`config.mk`:
```
export PLATFORM = sky130hd
export DESIGN_NAME = led_xfade_pwm
export DESIGN_NICKNAME = d
export VERILOG_FILES = /design/src/rtl/led_xfade_pwm.sv
export SDC_FILE = /design/constraint.sdc
export NUM_CORES = 1
export LEC_CHECK = 0
export CAP_MARGIN = 20
export CORE_MARGIN = 2
export CORE_UTILIZATION = 53
export CTS_BUF_LIST = sky130_fd_sc_hd__clkbuf_4 sky130_fd_sc_hd__clkbuf_8
export DETAILED_ROUTE_END_ITERATION = 8
export PLACE_DENSITY_LB_ADDON = 0.2
export SLEW_MARGIN = 0
export SYNTH_ARGS = -nofsm -noshare
export SYNTH_HDL_FRONTEND = slang
export SYNTH_SLANG_ARGS = --single-unit
```
`constraint.sdc`:
```
create_clock -name cloooock -period 2.7 [get_ports cloooock]
set_input_delay 0.54 -clock cloooock [delete_from_list [all_inputs] [get_ports cloooock]]
set_output_delay 0.54 -clock cloooock [all_outputs]
set_load 0.02 [all_outputs]
```
`src/rtl/led_xfade_pwm.sv`:
```
// Two-LED crossfader: PWM drive for a complementary duty pair that ramps
// one step every STEP_DIV clocks whenever the lit LED is swapped.
module led_xfade_pwm #(
    parameter int PWM_BITS = 8,
    parameter int STEP_DIV = 50000
) (
    input  logic                cloooock,
    input  logic                rst_n,
    input  logic                toggle,
    output logic                led1,
    output logic                led2,
    output logic [PWM_BITS-1:0] duty1,
    output logic                busy,
    output logic                done
);

    localparam logic [PWM_BITS-1:0] MAX = '1;
    localparam logic [PWM_BITS-1:0] ONE = PWM_BITS'(1);
    localparam int PSW = (STEP_DIV > 1) ? $clog2(STEP_DIV) : 1;
    localparam logic [PSW-1:0] PLAST = PSW'(STEP_DIV - 1);

    typedef enum logic [1:0] {
        IDLE_L1,
        IDLE_L2,
        FADE_TO_L1,
        FADE_TO_L2
    } state_t;

    state_t              state;
    state_t              state_nx;
    logic [PWM_BITS-1:0] pwm_cnt;
    logic [PWM_BITS-1:0] duty_nx;
    logic [PSW-1:0]      presc;
    logic [PSW-1:0]      presc_nx;
    logic                pend;
    logic                pend_nx;
    logic                done_nx;
    logic                fading;
    logic                step;

    function automatic logic pwm_bit(
        input logic [PWM_BITS-1:0] d,
        input logic [PWM_BITS-1:0] c
    );
        if (d == MAX) begin
            return 1'b1;
        end
        if (d == '0) begin
            return 1'b0;
        end
        return c < d;
    endfunction

    assign fading = (state == FADE_TO_L1) || (state == FADE_TO_L2);
    assign step   = fading && (presc == PLAST);
    assign busy   = fading;

    always_comb begin
        state_nx = state;
        duty_nx  = duty1;
        presc_nx = '0;
        pend_nx  = pend;
        done_nx  = 1'b0;
        unique case (state)
            IDLE_L1: begin
                if (toggle || pend) begin
                    state_nx = FADE_TO_L2;
                    pend_nx  = 1'b0;
                end
            end
            IDLE_L2: begin
                if (toggle || pend) begin
                    state_nx = FADE_TO_L1;
                    pend_nx  = 1'b0;
                end
            end
            FADE_TO_L1: begin
                pend_nx  = pend | toggle;
                presc_nx = step ? '0 : presc + 1'b1;
                if (step) begin
                    if (duty1 != MAX) begin
                        duty_nx = duty1 + ONE;
                    end
                    if (duty1 >= MAX - ONE) begin
                        state_nx = IDLE_L1;
                        done_nx  = 1'b1;
                    end
                end
            end
            FADE_TO_L2: begin
                pend_nx  = pend | toggle;
                presc_nx = step ? '0 : presc + 1'b1;
                if (step) begin
                    if (duty1 != '0) begin
                        duty_nx = duty1 - ONE;
                    end
                    if (duty1 <= ONE) begin
                        state_nx = IDLE_L2;
                        done_nx  = 1'b1;
                    end
                end
            end
            default: state_nx = IDLE_L2;
        endcase
    end

    // LED 2 always runs the complementary duty of LED 1
    always_ff @(posedge cloooock or negedge rst_n) begin
        if (!rst_n) begin
            state   <= IDLE_L2;
            duty1   <= '0;
            pwm_cnt <= '0;
            presc   <= '0;
            pend    <= 1'b0;
            done    <= 1'b0;
            led1    <= 1'b0;
            led2    <= 1'b1;
        end else begin
            state   <= state_nx;
            duty1   <= duty_nx;
            presc   <= presc_nx;
            pend    <= pend_nx;
            done    <= done_nx;
            pwm_cnt <= pwm_cnt + ONE;
            led1    <= pwm_bit(duty1, pwm_cnt);
            led2    <= pwm_bit(MAX - duty1, pwm_cnt);
        end
    end

endmodule

```
==> results.toml, run 1 <==
[status]
status = "finished, final reports clean"

[power_and_ir_drop]
p_leak_nw = 1.18
intPower_w = 0.000787
p_sw_w = 0.000204
irDropWorstVdd_v = 0.000235
power_frac_comb_pct = 1.3
p_per_area_nw_per_um2 = 377
switching_share_pct = 20.6
seqPwrFrac_pct = 57.4
pwr-share-clk_pct = 41.3

[placement]
dp_hpwl_mm = 3.28
portBuffers = 14
place.gp.congestion = 0.780

[clock_tree]
post-cts-setup-buffers = 0
clk_latency_ns = 0.29
hold_buffers = 0
cts_made_buffers = 5
clock-sinks = 38
clockBufferDepth = 2
h-tree-depth = 2
clk_pin_slew_ns = 0.07
root_buffer = "clkbuf_8"
cts_tree = "built"

[synthesis]
ys_seq_elements = 38
async_flop_share_pct = 100
yosysSeqAreaShare_pct = 41.0
synth_nets = 263
synth-main-ff-cell = "dfrtp_1"
synth_edf_count = 0
yosysTopAreaCell = "dfrtp_1"
ys_top_cells_by_count = "dfrtp_1, nor2_1, ha_1"
synth_area_per_cell_um2 = 9.85
synthTopCellsByArea = "dfrtp_1, ha_1, xnor2_1"
synth_area_um2 = 2320
synthCells = 236
synth_top_area_share_pct = 38.8
ys_warn_count = 0
synth_cell_types = 50

[global_routing]
grt_pass1_vias = 1712
grt_max_degree = 39
grt_pass1_wl_mm = 7.80
antenna_found_initial = 0
grt_overflow = 0
grtUsageTotal_pct = 20.2

[route]
drt_pass1_iterations = 4
drt-total-wl_mm = 4.49
antenna_left = 0
vias = 1741
drt_iter0_markers = 84
met3_length_um = 99
drc = 0
wl_met2_mm = 2.23
routedWlPerCell_um = 14.5
highest_layer = "met4"
wl_met1_mm = 2.11
vias_per_cell = 5.62

[timing]
max-slew-margin-rel_pct = 44.2
setup_viol = 0
finalCriticalPeriod_ns = 2.53
slew_viol_final = 0
worst_hold_slack_ns = 0.349
max_freq_ghz = 0.395
finalHoldViolations = 0
rsz0062_at_grt = "no"
skew_ns = 0.00203
fin_crit_sh_pct = 93.9
worst_pin_slew_ns = 0.837
tns_ns = 0

[floorplan]
core_area_um2 = 4290
io_pins = 15
fp-row-count = 24
start_util_pct = 54.1
die_h_um = 70.2
die-width_um = 70.2
dieArea_um2 = 4930

[critical_path]
worstPathCellList = "inv_1, ha_1, nor2_2, inv_2, clkdlybuf4s50_1"
cp-end-kind = "output port"
path_delay_family = "buffers and inverters"
crit_type = "register to output port"
critPathRequiredTime_ns = 2.16
reg2reg_slack_ns = 0.53
cp_max_fo = 5
crit_slowest_cell = "dfstp_2"
start_kind = "register"
critical_path_buf_inv_count = 3
max_stage_delay_ns = 0.55
worstPathArrival_ns = 1.99

[min_path]
hold_path.class = "primary input to asynchronous set/reset pin"

[final_layout]
fin_nets = 284
drive_gt1_share_pct = 10.1
antenna_cells = 0
synthToLayoutAreaGrowth_pct = 13.2

[flow_run]
cap_violations = 0
[per-layer routing]
| layer | vias to the layer above | GRT usage [%] |
|---|---|---|
| li1 | 870 | - |
| met1 | 846 | 25.7 |
| met2 | 21 | 33.4 |
| met3 | 4 | 4.76 |
| met4 | 0 | 7.69 |
| met5 | - | 0 |
[state kept, by name, indices dropped and copies added, names as in the netlist]
signal / cells
pwm_cnt: 8
done: 1
led2: 1
led1: 1
pend: 1
duty1: 8
state: 2
presc: 16
[power by group through the flow]
stage / clock network [W] / registers, W / logic [W]
after global routing: 0.000449 / 0.000569 / 0.0000154
final: 0.000409 / 0.000569 / 0.0000125
after global placement: 0 / 0.000580 / 0.0000136
after CTS: 0.000426 / 0.000569 / 0.0000136
after floorplan: 0 / 0.000580 / 0.0000000153
after detailed placement: 0 / 0.000580 / 0.0000137
[area by class of cell]
| class | count | area [um^2] |
|---|---|---|
| clock buffers | 7 | 90.1 |
| flip-flops and latches | 38 | 953 |
| well taps | 52 | 65.1 |
| clock inverters | 1 | 5.00 |
| repair buffers | 17 | 158 |
| fillers | 394 | 1660 |
| inverters | 18 | 67.6 |
| multi-input cells | 177 | 1290 |
[cells by family after synthesis]
logic type	after synthesis	share of synthesized area, %
mux	2	0.862
buf+inv	21	3.45
flops	38	41.0
compound gates	28	9.96
simple gates	97	22.0
xor+xnor	26	9.80
fa+ha+maj	24	12.9
[timing repair]
item | 4_1_cts | 5_1_grt
resized for setup | 0 | 1
endpoints found under the setup margin | 0 | 1
hold endpoints to repair | 0 | 0
[path summary, 6_finish.rpt]
check,startpoint,endpoint,depth (start not counted)
setup / recovery,state[0],busy,5
hold / removal,rst_n,done,1
setup reg to reg,presc[7],duty1[6],5
hold reg to reg,presc[0],presc[0],1
max in group asynchronous,rst_n,pwm_cnt[6],1
min in group cloooock,presc[0],presc[0],1
[placed cells by master (no fill, tap or decap), types with 3 or more instances in the layout]
cell type / netlist / final
ha_1: 24 / 24
xnor2_1: 18 / 18
nor3_1: 10 / 10
nand3_1: 6 / 6
inv_1: 15 / 15
inv_2: 3 / 3
nand4_1: 8 / 8
and3_1: 4 / 4
nand2_1: 14 / 14
xor2_1: 8 / 8
nor2_1: 36 / 35
buf_4: 0 / 3
a21oi_1: 7 / 7
clkbuf_8: 0 / 6
clkdlybuf4s50_1: 0 / 13
dfrtp_1: 36 / 36
[per-stage QoR]
| step | instances | cell area [um^2] | power, W | setup slack (ns) | util (%) |
|---|---|---|---|---|---|
| after floorplan | 236 | 2320 | 0.000580 | 0.717 | - |
| after global placement | 302 | 2530 | 0.000594 | 0.423 | 59.0 |
| after detailed placement | 302 | 2530 | 0.000594 | 0.386 | 59.0 |
| after CTS | 310 | 2630 | 0.00101 | 0.0529 | 61.2 |
| after global routing | 310 | 2630 | 0.00103 | 0.0591 | 61.3 |
| final | 310 | 2630 | 0.000991 | 0.165 | 61.3 |
(Power assumes the default switching activity.)
==> inputs of run 2 (changes only) <==
--- a/config.mk
+++ b/config.mk
@@ -6,10 +6,13 @@
 export NUM_CORES = 1
 export LEC_CHECK = 0
 export CAP_MARGIN = 20
+export CELL_PAD_IN_SITES_DETAIL_PLACEMENT = 1
+export CELL_PAD_IN_SITES_GLOBAL_PLACEMENT = 2
 export CORE_MARGIN = 2
-export CORE_UTILIZATION = 53
+export CORE_UTILIZATION = 40
 export CTS_BUF_LIST = sky130_fd_sc_hd__clkbuf_4 sky130_fd_sc_hd__clkbuf_8
 export DETAILED_ROUTE_END_ITERATION = 8
+export GPL_TIMING_DRIVEN = 0
 export PLACE_DENSITY_LB_ADDON = 0.2
 export SLEW_MARGIN = 0
 export SYNTH_ARGS = -nofsm -noshare
==> run 2 against run 1 <==
  * Clock power rose by 51%
  * Maximum frequency down 1.4%
  * Clock skew is 0.0033 ns higher
  * Sequential power is essentially flat
  * Utilization decreased by 13 points
  * Critical path depth unchanged
  * Sequential share of layout area shrank 1.2 points
  * Worst setup slack lost 0.037 ns
  * First-iteration DRC count shrank 4.8%
  * Largest power group is now the clock network
  * Critical endpoint unchanged
  * Power increased by 21%
==> results.toml, run 2 (synthesis gave the netlist of run 1 again) <==
[clock_tree]
clk_pin_slew_ns = 0.08
root_buffer = "clkbuf_8"
hold_buffers = 0
h-tree-depth = 2
clk_latency_ns = 0.30
cts_tree = "built"
clockBufferDepth = 2
post-cts-setup-buffers = 0
clock-sinks = 38
cts_made_buffers = 5
cts_resized = 1

[final_layout]
synthToLayoutAreaGrowth_pct = 17.0
fin_nets = 284
antenna_cells = 0
reg_top3 = "presc x16, duty1 x8, pwm_cnt x8"
num-fill-cells = 632
drive_gt1_share_pct = 10.1
finalInstanceArea_um2 = 2720
final_common_cell = "dfrtp_1"
max_flop_register = "presc"
utilization_pct = 48.8
instances_no_fill = 330
final_cell_mix = "dfrtp_1, nor2_1, ha_1"
largest_reg_flops = 16

[global_routing]
grtUsageTotal_pct = 19.6
antenna_found_initial = 0
grt_overflow = 0
grt_pass1_vias = 1922
grt_max_degree = 26
grt_pass1_wl_mm = 9.58

[route]
antenna_left = 0
vias_per_cell = 5.39
drt-total-wl_mm = 5.48
drc = 0
drt_iter0_markers = 80
routedWlPerCell_um = 16.6
vias = 1780
drt_pass1_iterations = 5

[critical_path]
worstPathArrival_ns = 2.03
cp-end-kind = "output port"
cp_max_fo = 5
crit_type = "register to output port"
start_kind = "register"
critPathRequiredTime_ns = 2.16
rr_worst_depth = 6

[placement]
place_area_um2 = 2570
place.gp.congestion = 0.762
dp_hpwl_mm = 4.00
portBuffers = 14
dp_slack_ns = 0.174
dp.cells = 323

[floorplan]
dieArea_um2 = 6430
core_area_um2 = 5570
start_util_pct = 41.7
fp-row-count = 27
die-width_um = 80.2
die_h_um = 80.2
io_pins = 15

[timing]
skew_ns = 0.00536
setup_viol = 0
max_freq_ghz = 0.389
fin_crit_sh_pct = 95.3
worst_slack_ns = 0.128
finalCriticalPeriod_ns = 2.57
max-slew-margin-rel_pct = 51.3
rsz0062_at_grt = "no"
tns_ns = 0
finalHoldViolations = 0
slew_viol_final = 0
worst_pin_slew_ns = 0.724

[power_and_ir_drop]
p_per_area_nw_per_um2 = 442
irDropWorstVdd_v = 0.000244
p_leak_nw = 1.20

[status]
status = "finished, final reports clean"

[flow_run]
cap_violations = 0

[min_path]
hold_path.class = "primary input to asynchronous set/reset pin"
==> run 2: worst paths after layout <==
path / start / slack, ns / to
setup / recovery: state[0] / 0.13 / busy
hold / removal: rst_n / 0.15 / duty1[1]
setup reg to reg: presc[0] / 0.32 / state[0]
hold reg to reg: presc[0] / 0.46 / presc[0]
max in group asynchronous: rst_n / 2.03 / state[0]
min in group cloooock: presc[0] / 0.46 / presc[0]
==> run 2: final cells by class <==
cell class	instances	area [um^2]	area share [%]
Buffer	2	8.76	0.322
Clock buffer	6	82.6	3.04
Clock inverter	2	60.1	2.21
Inverter	18	67.6	2.49
Multi-Input combinational cell	177	1300	47.8
Sequential cell	38	953	35.1
Tap cell	72	90.1	3.31
Timing Repair Buffer	15	155	5.71
==> run 2: metrics by stage <==
step | hold WS [ns] | power [W]
finish | 0.149 | 0.00120
global route | 0.159 | 0.00124
CTS | 0.153 | 0.00122
detailed placement | 0.453 | 0.000598
global placement | 0.442 | 0.000595
floorplan | 0.244 | 0.000580
==> run 2: where the power goes <==
group | switching [W] | total (W) | internal (W) | leakage [nW]
clock network | 0.000222 | 0.000616 | 0.000394 | 0.0714
logic | 0.0000121 | 0.0000168 | 0.00000467 | 0.646
registers | 0.00000000000000000000759 | 0.000569 | 0.000569 | 0.485
total | 0.000234 | 0.00120 | 0.000968 | 1.20
==> run 2: worst max-delay path: stages (launching register included) <==
cell and delay (ns):
dfstp_2 0.56, inv_1 0.08, ha_1 0.26, nor2_4 0.21, inv_2 0.09, clkdlybuf4s50_1 0.54
==> run 2: per-layer routing <==
layer  global-route usage, %  part of all wire, %  vias to the layer above
met5                       0                    0                        -
met4                    6.10                  1.3                        0
met3                    3.93                  3.0                        6
met2                    31.2                   47                       22
met1                    26.9                   49                      883
li1                        -                    -                      869
